==> config.mk <==
export PLATFORM = sky130hd
export DESIGN_NAME = vga_scanout
export DESIGN_NICKNAME = d
export VERILOG_FILES = /design/src/rtl/vga_pkg.sv /design/src/rtl/vga_raster_counter.sv /design/src/rtl/vga_scanout.sv
export SDC_FILE = /design/constraint.sdc
export NUM_CORES = 1
export LEC_CHECK = 0
export CAP_MARGIN = 5
export CORE_AREA = 2 2 103 105
export CTS_CLUSTER_SIZE = 30
export DETAILED_ROUTE_END_ITERATION = 12
export DIE_AREA = 0 0 105 107
export DONT_BUFFER_PORTS = 1
export PLACE_DENSITY = 0.55
export SLEW_MARGIN = 0
export SYNTH_ARGS = -nofsm -noshare
export SYNTH_HDL_FRONTEND = slang
export SYNTH_SLANG_ARGS = --single-unit
==> constraint.sdc <==
create_clock -name clk_in -period 4.05 [get_ports clk_in]
set_input_delay 1.215 -clock clk_in [delete_from_list [all_inputs] [get_ports clk_in]]
set_output_delay 1.215 -clock clk_in [all_outputs]
set_load 0.01 [all_outputs]
==> src/rtl/vga_pkg.sv <==
// vga_pkg: shared VGA definitions.
//   VGA_* constants : 640x480@60 raster timing (pixels / lines)
//   state_t         : scan-out stream state {WAIT_SOF, RUN}
//   rgb444_t        : packed {r,g,b} pixel, 4 bits per channel
package vga_pkg;
  localparam int VGA_H_ACTIVE = 640;
  localparam int VGA_H_FP     = 16;
  localparam int VGA_H_SYNC   = 96;
  localparam int VGA_H_BP     = 48;
  localparam int VGA_V_ACTIVE = 480;
  localparam int VGA_V_FP     = 10;
  localparam int VGA_V_SYNC   = 2;
  localparam int VGA_V_BP     = 33;
  typedef enum logic {WAIT_SOF = 1'b0, RUN = 1'b1} state_t;
  typedef struct packed {
    logic [3:0] r;
    logic [3:0] g;
    logic [3:0] b;
  } rgb444_t;
endpackage

==> src/rtl/vga_raster_counter.sv <==
// vga_raster_counter: horizontal/vertical raster position with timing decode.
//   clk_in, reset  : clock, asynchronous active-high reset
//   pix_ce         : pixel strobe; counters advance only when high
//   h_cnt, v_cnt   : current raster position
//   active         : position lies inside the visible area
//   hs_act, vs_act : position lies inside the horizontal / vertical sync pulse
module vga_raster_counter
  import vga_pkg::*;
#(
  parameter int H_ACTIVE = VGA_H_ACTIVE,
  parameter int H_FP     = VGA_H_FP,
  parameter int H_SYNC   = VGA_H_SYNC,
  parameter int H_BP     = VGA_H_BP,
  parameter int V_ACTIVE = VGA_V_ACTIVE,
  parameter int V_FP     = VGA_V_FP,
  parameter int V_SYNC   = VGA_V_SYNC,
  parameter int V_BP     = VGA_V_BP
) (
  input  logic       clk_in,
  input  logic       reset,
  input  logic       pix_ce,
  output logic [9:0] h_cnt,
  output logic [9:0] v_cnt,
  output logic       active,
  output logic       hs_act,
  output logic       vs_act
);
  localparam logic [9:0] H_LAST = 10'(H_ACTIVE + H_FP + H_SYNC + H_BP - 1);
  localparam logic [9:0] V_LAST = 10'(V_ACTIVE + V_FP + V_SYNC + V_BP - 1);
  localparam logic [9:0] H_VIS  = 10'(H_ACTIVE);
  localparam logic [9:0] V_VIS  = 10'(V_ACTIVE);
  localparam logic [9:0] HS_BEG = 10'(H_ACTIVE + H_FP);
  localparam logic [9:0] HS_END = 10'(H_ACTIVE + H_FP + H_SYNC - 1);
  localparam logic [9:0] VS_BEG = 10'(V_ACTIVE + V_FP);
  localparam logic [9:0] VS_END = 10'(V_ACTIVE + V_FP + V_SYNC - 1);
  logic [9:0] h_cnt_q, h_cnt_d, v_cnt_q, v_cnt_d;
  always_comb begin
    h_cnt_d = !pix_ce ? h_cnt_q : (h_cnt_q == H_LAST) ? 10'd0 : h_cnt_q + 10'd1;
    v_cnt_d = !(pix_ce && h_cnt_q == H_LAST) ? v_cnt_q :
              (v_cnt_q == V_LAST) ? 10'd0 : v_cnt_q + 10'd1;
  end
  always_ff @(posedge clk_in or posedge reset) begin
    if (reset) begin
      h_cnt_q <= '0;
      v_cnt_q <= '0;
    end else begin
      h_cnt_q <= h_cnt_d;
      v_cnt_q <= v_cnt_d;
    end
  end
  assign h_cnt  = h_cnt_q;
  assign v_cnt  = v_cnt_q;
  assign active = (h_cnt_q < H_VIS) && (v_cnt_q < V_VIS);
  assign hs_act = (h_cnt_q >= HS_BEG) && (h_cnt_q <= HS_END);
  assign vs_act = (v_cnt_q >= VS_BEG) && (v_cnt_q <= VS_END);
endmodule

==> src/rtl/vga_scanout.sv <==
// vga_scanout: VGA raster generator fed by an RGB444 valid/ready pixel stream.
//   clk_in, reset        : clock, asynchronous active-high reset
//   pix_ce               : pixel strobe; all raster state and outputs advance on it
//   enable               : allow streaming; low blanks video and drops sync with the stream
//   s_valid/s_ready      : stream handshake (s_ready combinational, never from s_data)
//   s_data, s_sof        : RGB444 pixel and first-pixel-of-frame marker
//   vga_r/g/b, hsync, vsync, de, x, y : registered video outputs for the last strobed position
//   frame_start          : one-clock pulse on the update that outputs (0,0)
//   underflow, sof_err   : sticky stream error flags
module vga_scanout
  import vga_pkg::*;
#(
  parameter int   H_ACTIVE = VGA_H_ACTIVE,
  parameter int   H_FP     = VGA_H_FP,
  parameter int   H_SYNC   = VGA_H_SYNC,
  parameter int   H_BP     = VGA_H_BP,
  parameter int   V_ACTIVE = VGA_V_ACTIVE,
  parameter int   V_FP     = VGA_V_FP,
  parameter int   V_SYNC   = VGA_V_SYNC,
  parameter int   V_BP     = VGA_V_BP,
  parameter logic SYNC_POL = 1'b0
) (
  input  logic        clk_in,
  input  logic        reset,
  input  logic        pix_ce,
  input  logic        enable,
  input  logic        s_valid,
  output logic        s_ready,
  input  logic [11:0] s_data,
  input  logic        s_sof,
  output logic [3:0]  vga_r,
  output logic [3:0]  vga_g,
  output logic [3:0]  vga_b,
  output logic        hsync,
  output logic        vsync,
  output logic        de,
  output logic [9:0]  x,
  output logic [9:0]  y,
  output logic        frame_start,
  output logic        underflow,
  output logic        sof_err
);
  logic [9:0] h_cnt, v_cnt;
  logic       active, hs_act, vs_act;
  vga_raster_counter #(
    .H_ACTIVE(H_ACTIVE), .H_FP(H_FP), .H_SYNC(H_SYNC), .H_BP(H_BP),
    .V_ACTIVE(V_ACTIVE), .V_FP(V_FP), .V_SYNC(V_SYNC), .V_BP(V_BP)
  ) u_raster (
    .clk_in(clk_in), .reset(reset), .pix_ce(pix_ce),
    .h_cnt(h_cnt), .v_cnt(v_cnt), .active(active), .hs_act(hs_act), .vs_act(vs_act)
  );
  state_t     state_q, state_d;
  rgb444_t    rgb_q, rgb_d;
  logic       hsync_q, hsync_d, vsync_q, vsync_d, de_q, de_d;
  logic [9:0] x_q, x_d, y_q, y_d;
  logic       frame_start_q, frame_start_d, underflow_q, underflow_d, sof_err_q, sof_err_d;
  logic       run, at_origin, take_sof, uf_set, sof_set, shown;
  always_comb begin
    run       = state_q == RUN;
    at_origin = (h_cnt == 10'd0) && (v_cnt == 10'd0);
    take_sof  = !run && pix_ce && enable && s_valid && s_sof && at_origin;
    uf_set    = run && pix_ce && enable && active && !s_valid;
    sof_set   = run && pix_ce && enable && active && s_valid && s_sof && !at_origin;
    // While waiting, non-SOF words drain every clock; the SOF word itself is
    // taken only on the (0,0) strobe. A disabled RUN consumes nothing.
    s_ready   = !reset && (run ? pix_ce && enable && active && s_valid && !(s_sof && !at_origin)
                               : (enable && s_valid && !s_sof) || take_sof);
    shown     = run ? s_ready : take_sof;
    state_d   = !pix_ce ? state_q :
                run ? ((!enable || uf_set || sof_set) ? WAIT_SOF : RUN) :
                (take_sof ? RUN : WAIT_SOF);
    rgb_d         = !pix_ce ? rgb_q : shown ? rgb444_t'(s_data) : rgb444_t'(12'd0);
    hsync_d       = !pix_ce ? hsync_q : hs_act ? SYNC_POL : !SYNC_POL;
    vsync_d       = !pix_ce ? vsync_q : vs_act ? SYNC_POL : !SYNC_POL;
    de_d          = pix_ce ? active : de_q;
    x_d           = pix_ce ? h_cnt : x_q;
    y_d           = pix_ce ? v_cnt : y_q;
    frame_start_d = pix_ce && at_origin;
    underflow_d   = underflow_q || uf_set;
    sof_err_d     = sof_err_q || sof_set;
  end
  always_ff @(posedge clk_in or posedge reset) begin
    if (reset) begin
      state_q       <= WAIT_SOF;
      rgb_q         <= '0;
      hsync_q       <= !SYNC_POL;
      vsync_q       <= !SYNC_POL;
      de_q          <= 1'b0;
      x_q           <= '0;
      y_q           <= '0;
      frame_start_q <= 1'b0;
      underflow_q   <= 1'b0;
      sof_err_q     <= 1'b0;
    end else begin
      state_q       <= state_d;
      rgb_q         <= rgb_d;
      hsync_q       <= hsync_d;
      vsync_q       <= vsync_d;
      de_q          <= de_d;
      x_q           <= x_d;
      y_q           <= y_d;
      frame_start_q <= frame_start_d;
      underflow_q   <= underflow_d;
      sof_err_q     <= sof_err_d;
    end
  end
  assign vga_r       = rgb_q.r;
  assign vga_g       = rgb_q.g;
  assign vga_b       = rgb_q.b;
  assign hsync       = hsync_q;
  assign vsync       = vsync_q;
  assign de          = de_q;
  assign x           = x_q;
  assign y           = y_q;
  assign frame_start = frame_start_q;
  assign underflow   = underflow_q;
  assign sof_err     = sof_err_q;
endmodule

==> impl_summary.md, run 1 <==
CTS
The hold buffer count at cts is 0. After clock tree synthesis, the clock-pin slew on the worst setup and hold paths is 70 ps. In this run the post-CTS setup repair buffer count came out at 0.

After clock tree synthesis, the repair step resized 0 gates. The number of buffers on the longest clock path is 2. The CTS H-tree depth is 3. The clock reaches the later pin of the worst-skew pair after 340 ps.

The clock net sink count is 59. CTS placed an instance of clkbuf_8 at the clock tree root. TritonCTS built the clock tree.

Buffers inserted during clock tree synthesis total 9.

Setup path
The data required time at the worst endpoint is 2830 ps. On the worst path, the slowest cell contributes a delay of 640 ps. The largest individual stage delay along the critical path comes from the cell or4b_2. The kind of end point of the critical path is an output port. The worst setup path is launched from a flop. The startpoint of the worst-slack reg-to-reg timing path is u_raster.h_cnt[0]. Across all register-to-register paths, the minimum setup slack is 1760 ps. The signal on the critical path passes through inv_1, ha_1, or4b_2, nor4_4, o211ai_1, a211oi_1. For the worst flop-to-flop path, the logic depth is 7.

The arrival time at the worst endpoint is 2390 ps. The peak fanout along the critical path is 5. The critical path class is flop to output port. The worst reg2reg path endpoint is vga_r[3].

Status
The run finished with clean final reports.

Global routing
The global route total overflow is 0. The overall routing resource usage is 0.1222. Entering global routing, the biggest net connects 60 pins. The via count of the first global-routing pass is 2,012. The number of antenna violations at the first check in global routing is 0. The first global-routing pass estimated 10.60 mm of wire.

Route
The remaining antenna violation count after routing is 0. Detailed routing inserted a total of 1,977 vias. After detailed routing, the average wire length per cell comes to 15.93 µm.

After detailed routing, the number of remaining DRC violations is 0. The routed wire length is 6.389 mm. The via count normalized by instance count is 4.930.

For this block, the initial DRC count from the detailed router was 106. The first detailed-routing pass took 4 iterations.

Cells and area
The synthesis-to-layout area growth is 10.82%. The number of antenna diodes in the final layout is 0. The share of final-layout standard cells stronger than drive strength 1 is 0.2453. The cell area after layout is 3267 µm². The final standard cell utilization of the core is 0.3237. The fill cell instance count of the final layout is 1,081. Leaving out filler cells and counting taps, the final layout contains 401. The final layout contains 283 nets.

Floorplan
The top-level port count is 57. For this configuration, the core starts out at a cell density of 0.2921. The placeable core region is 10,090 µm². Measured along the y axis, the die boundary spans 107 µm. The overall die width is 105 µm. The number of cell rows is 37. The floorplan die area is 11,240 µm².

STA
The total negative slack for setup checks is 0 ps. Of the available clock period, the critical path in the final layout requires 0.8908. After layout, the minimum clock period comes to 3608 ps. The final hold slack is 537.1 ps.

The final hold violation count is 0. The worst path setup slack after routing is 442.3 ps. The headroom to the max-slew limit is 0.2429.

For the pin with the worst max-slew slack, the measured transition is 1133 ps. Setup repair after global routing left no endpoint under its margin. Setup violations remaining at the end of the flow were counted as 0. The number of max-slew violations in the final report came to 0. Timing would allow up to 0.2772 GHz. Clock skew on the completed layout was measured at 13.83 ps.

Yosys
In this run, synthesis inferred 0 flip-flops with an integrated enable. The number of different library cells used by synthesis comes to 49. For this run, the number of Yosys warnings is 0. Counting flops with an async set or reset pin after synthesis yields a share of 1.000. The predominant post-synthesis flop cell is dfrtp_1. The flip-flop and latch count after synthesis is 59. The number of nets in the synthesized netlist is 283.

The portion of the post-synthesis area used by sequential elements is 0.5017. In this run the mean area of a mapped cell was 11.34 µm². In this run the cell area of the synthesized design comes to 2948 µm².

Counting every instance in the synthesized netlist gives 260.

Power
The post-layout total power is 1.387 mW. The maximum VDD drop is 0.0001338 V. For this design the static power due to leakage is 1.369 nW. The total power divided by cell area is 424.7 nW/µm².

Placed design
The half-perimeter wire length after detailed placement is 4.265 mm. The count of port buffers added during placement is 0. In this run the cell area measured after placement is 3087 µm². At the end of routability-driven placement, the weighted congestion stood at 0.7690. Timing analysis after detailed placement gives a worst setup slack of 665.9 ps.

After detailed placement, the design holds a cell count of 385.

Min path
In this run the most critical hold path is launched from hsync. In this run the worst hold path is classified as flop to flop. The worst-case hold path end point is hsync.

The cell count of the worst hold path is 2.

Flow run
The tool flagged a number of max-cap violations equal to 0.
critical path, delay by kind of cell (launching register included):
family                   cells  cell delay, ps
AND/OR/NAND/NOR              2             830
buffers and inverters        1              80
AO/OA/AOI/OAI                2             570
adder cells (fa/ha/maj)      1             140
flip-flops                   1             430
logic make-up (layout without fill, tap and decap cells):
| group | Yosys count | in the layout | share of synthesized area |
|---|---|---|---|
| xor gates and xnor gates | 11 | 11 | 0.03269 |
| muxes | 23 | 23 | 0.08786 |
| DFF | 59 | 59 | 0.5017 |
| and+or+nand+nor | 93 | 93 | 0.1974 |
| buffers and inverters | 34 | 39 | 0.04924 |
| AOI/OAI and AO/OA | 35 | 35 | 0.1099 |
| adders and majority gates | 5 | 5 | 0.02122 |
sequential cells by signal, indices dropped and copies added (netlist names), 4 cells and up:
signal,flops
y,10
u_raster.v_cnt,10
vga_r,4
u_raster.h_cnt,10
x,10
vga_g,4
vga_b,4
worst max path at each step:
| stage | startpoint | slack (ps) | end | cells after the start |
|---|---|---|---|---|
| global route | u_raster.h_cnt[0] | 310 | s_ready | 6 |
| finish | u_raster.h_cnt[0] | 440 | s_ready | 6 |
| floorplan | reset | 430 | s_ready | 3 |
| CTS | u_raster.h_cnt[0] | 400 | s_ready | 6 |
| detailed placement | pix_ce | 670 | s_ready | 4 |
| global placement | pix_ce | 680 | s_ready | 4 |
synth_stat cells, types with 4 or more instances:
master,number,share of area
o221ai_2,10,0.051
xnor2_1,8,0.024
nand4_1,4,0.0085
inv_1,20,0.025
mux2_2,23,0.088
nand3_1,8,0.014
dfrtp_1,57,0.48
o21ai_0,4,0.0068
nor2_1,17,0.022
nand2_1,21,0.027
ha_1,5,0.021
nand4b_1,14,0.042
clkbuf_1,7,0.0089
a21oi_1,5,0.0085
layout by cell type (no fill, tap or decap), types with 4 or more instances in the layout:
cell	count
nor2_1	17
o21ai_0	4
a21oi_1	5
xnor2_1	8
inv_1	19
clkbuf_8	11
mux2_2	23
dfrtp_1	57
ha_1	5
nand3_1	8
nand2_1	21
nand4b_1	14
o221ai_2	10
nand4_1	4
where the power goes:
part | switching (mW) | internal (mW)
Clock | 0.239 | 0.253
Sequential | 0.0879 | 0.651
Combinational | 0.0787 | 0.0777
Total | 0.406 | 0.982
routing by layer:
layer / wire, µm / GRT usage
met5: 0 / 0
met4: 90 / 0.04571
met3: 668 / 0.06809
met2: 2865 / 0.1827
met1: 2765 / 0.1467
layout make-up:
cell class                 count  area, µm²  share of cell area
sequential                    59       1479              0.4527
multi-input combinational    167       1336              0.4090
tap                          136      170.2             0.05209
clock buffer                  12      155.1             0.04749
inverter                      20      78.83             0.02413
clock inverter                 4      25.02            0.007660
timing repair buffer           3      22.52            0.006894
No activity file was read; power rests on OpenSTA's default activity.
==> run 2, diff against run 1 <==
- CAP_MARGIN: 5 -> 20
- REMOVE_ABC_BUFFERS: not set -> 1
==> impl_summary.md, run 2 (synthesis results as in run 1) <==
Status
The flow ran to the end, and the final reports show no timing, DRC or antenna violations.

Global routing
The number of antenna violations at the first check in global routing came to 0 (unchanged). The overall routing resource usage is 0.1276 (+0.005418). The largest net degree at the start of global routing came to 60 (unchanged). The via count of the first global-routing pass is 2,069 (+2.8%).

The global-route wire length before repair came to 11.10 mm (+4.7%). The global route total overflow was 0 (unchanged).

Floorplan
The starting density of the core is 0.2921 (unchanged). The overall die width is 105 µm (unchanged). The top-level port count came to 57 (unchanged).

The floorplan die height is 107 µm (unchanged). The floorplan die area is 11,240 µm² (unchanged). The placeable core region is 10,090 µm² (unchanged). The number of cell rows is 37 (unchanged).

Route
The number of vias after detailed routing was 2,016 (+2.0%). The detailed-route DRC error count is 0 (unchanged). The via count normalized by instance count is 5.002 (+1.5%). The first-pass iteration count of the detailed router is 4 (unchanged). The routed length per placed instance is 16.27 µm (+2.1%). The remaining antenna violation count after routing is 0 (unchanged). The routed wire length is 6.556 mm (+2.6%). The initial detailed-routing violation count is 122 (+15%).

Setup path
STA classifies the critical path startpoint as a flop. The kind of end point of the critical path is an output port. The critical path class is flop to output port. The data required time at the worst endpoint is 2830 ps (about the same). The arrival time at the worst endpoint came to 2450 ps (+60 ps). The peak fanout along the critical path is 5 (unchanged).

Min path
In this run the worst hold path is classified as flop to flop.

Flow run
The count of maximum capacitance violations is 0 (unchanged).

STA
The final hold slack is 531.7 ps (-5.406 ps). The highest clock frequency the design can meet was 0.2725 GHz (-1.7%). The headroom to the max-slew limit is 0.4204 (+0.1775). The number of max-slew violations in the final report is 0 (unchanged). The transition at the pin with the smallest max-transition slack is 864.4 ps (-268.4 ps).

The shortest period the worst path allows was 3669 ps (+61.34 ps). The clock tree skew after final layout is 6.810 ps (-7.025 ps). Setup repair after global routing left no endpoint under its margin. The final hold violation count is 0 (unchanged). The share of the cycle needed by the critical path after routing is 0.9059 (+0.01515).

The count of final setup violators is 0 (unchanged).

CTS
The number of buffers on the longest clock path is 2 (unchanged). The clock net sink count is 59 (unchanged). The hold buffer count at cts is 0 (unchanged).

The clock transition at the registers of the reported paths is 60 ps (about the same). The CTS H-tree depth came to 3 (unchanged). The clock latency of the later-clocked register in the worst-skew pair is 340 ps (about the same). The CTS tree is built. The number of setup buffers added after CTS is 0 (unchanged). The number of buffers created by CTS is 9 (unchanged). The post-cts gate resize count is 0 (unchanged). In this run the clock root is driven by a clkbuf_8.

Placed design
The routability congestion estimate from global placement is 0.7529 (-2.1%). The count of port buffers added during placement was 0 (unchanged). The half-perimeter wire length after detailed placement is 4.476 mm (+5.0%).

Cells and area
The share of final-layout standard cells stronger than drive strength 1 is 0.2509 (+0.005653). The area of the multi-input gates is 1336 µm² (unchanged). The number of antenna repair diodes came to 0 (unchanged).

The top cell types in the final layout, fill and taps aside, are 57 x dfrtp_1, 23 x mux2_2, 21 x nand2_1, 19 x inv_1, 17 x nor2_1. The area taken by flip-flops and latches is 1479 µm² (unchanged). The final standard cell utilization of the core is 0.3275 (+0.003844).

The fill cell instance count of the final layout was 1,027 (-5.0%). Leaving out fill and tap cells, the most frequent cell in the layout is dfrtp_1. The synthesis-to-layout area growth is 12.14%. The net count of the finished layout is 285 (+0.71%).

Power
The total power divided by cell area was 442.8 nW/µm² (+4.3%). The maximum VDD drop is 0.0001254 V (-6.3%). The standby leakage power was 1.406 nW (+2.7%).
[run 2: cell types whose count changed in the layout (fill, tap and decap cells not counted), sizes merged]
cell | previous run | this run
clkinv | 2 | 4
inv | 19 | 20
clkbuf | 12 | 10
bufinv | 0 | 2
buf | 3 | 5
clkinvlp | 3 | 0
[run 2: layout make-up]
cell class                 count  share of cell area
multi-input combinational    167              0.4042
clock inverter                 6             0.02422
timing repair buffer           5             0.01136
tap                          136             0.05148
sequential                    59              0.4474
inverter                      20             0.02271
clock buffer                  10             0.03861
[run 2: final timing paths]
kind | start | to | slack (ps) | cells past startpoint
setup / recovery | u_raster.h_cnt[0] | s_ready | 380 | 6
setup reg to reg | u_raster.h_cnt[0] | vga_r[2] | 1740 | 7
hold / removal | vsync | vsync | 530 | 2
min in group asynchronous | reset | run | 990 | 2
hold reg to reg | vsync | vsync | 530 | 2
max in group asynchronous | reset | u_raster.h_cnt[4] | 2550 | 2
[run 2: report_power, final]
| group | internal [mW] | switching (mW) | total (mW) |
|---|---|---|---|
| logic | 0.0774 | 0.0773 | 0.155 |
| registers | 0.651 | 0.0897 | 0.741 |
| clock network | 0.342 | 0.226 | 0.568 |
| total | 1.07 | 0.393 | 1.46 |
[run 2: metrics by stage]
stage	setup TNS [ps]	cells	power (mW)	area [µm²]	setup WS [ps]
5_1_grt	0	403	1.547	3306	225.2
3_3_place_gp	0	386	0.9027	3090	759.0
6_report	0	403	1.464	3306	380.9
3_5_place_dp	0	387	0.9097	3098	728.4
4_1_cts	0	403	1.490	3306	328.2
2_1_floorplan	-183.2	246	0.8530	2878	-183.2
[run 2: worst max-delay path, stage by stage, from the launching register on]
cell	delay [ps]
dfrtp_1	430
inv_1	80
ha_1	140
or4b_2	630
nor4_4	180
o211ai_1	140
a211oi_1	510
[run 2: routing by layer]
metal,vias up,share of wire,track usage,wire length [µm]
met1,1021,0.45,0.1488,2950
met2,45,0.47,0.2008,3054
li1,943,-,-,-
met3,7,0.069,0.05289,450
met5,-,0,0,0
met4,0,0.015,0.06667,101
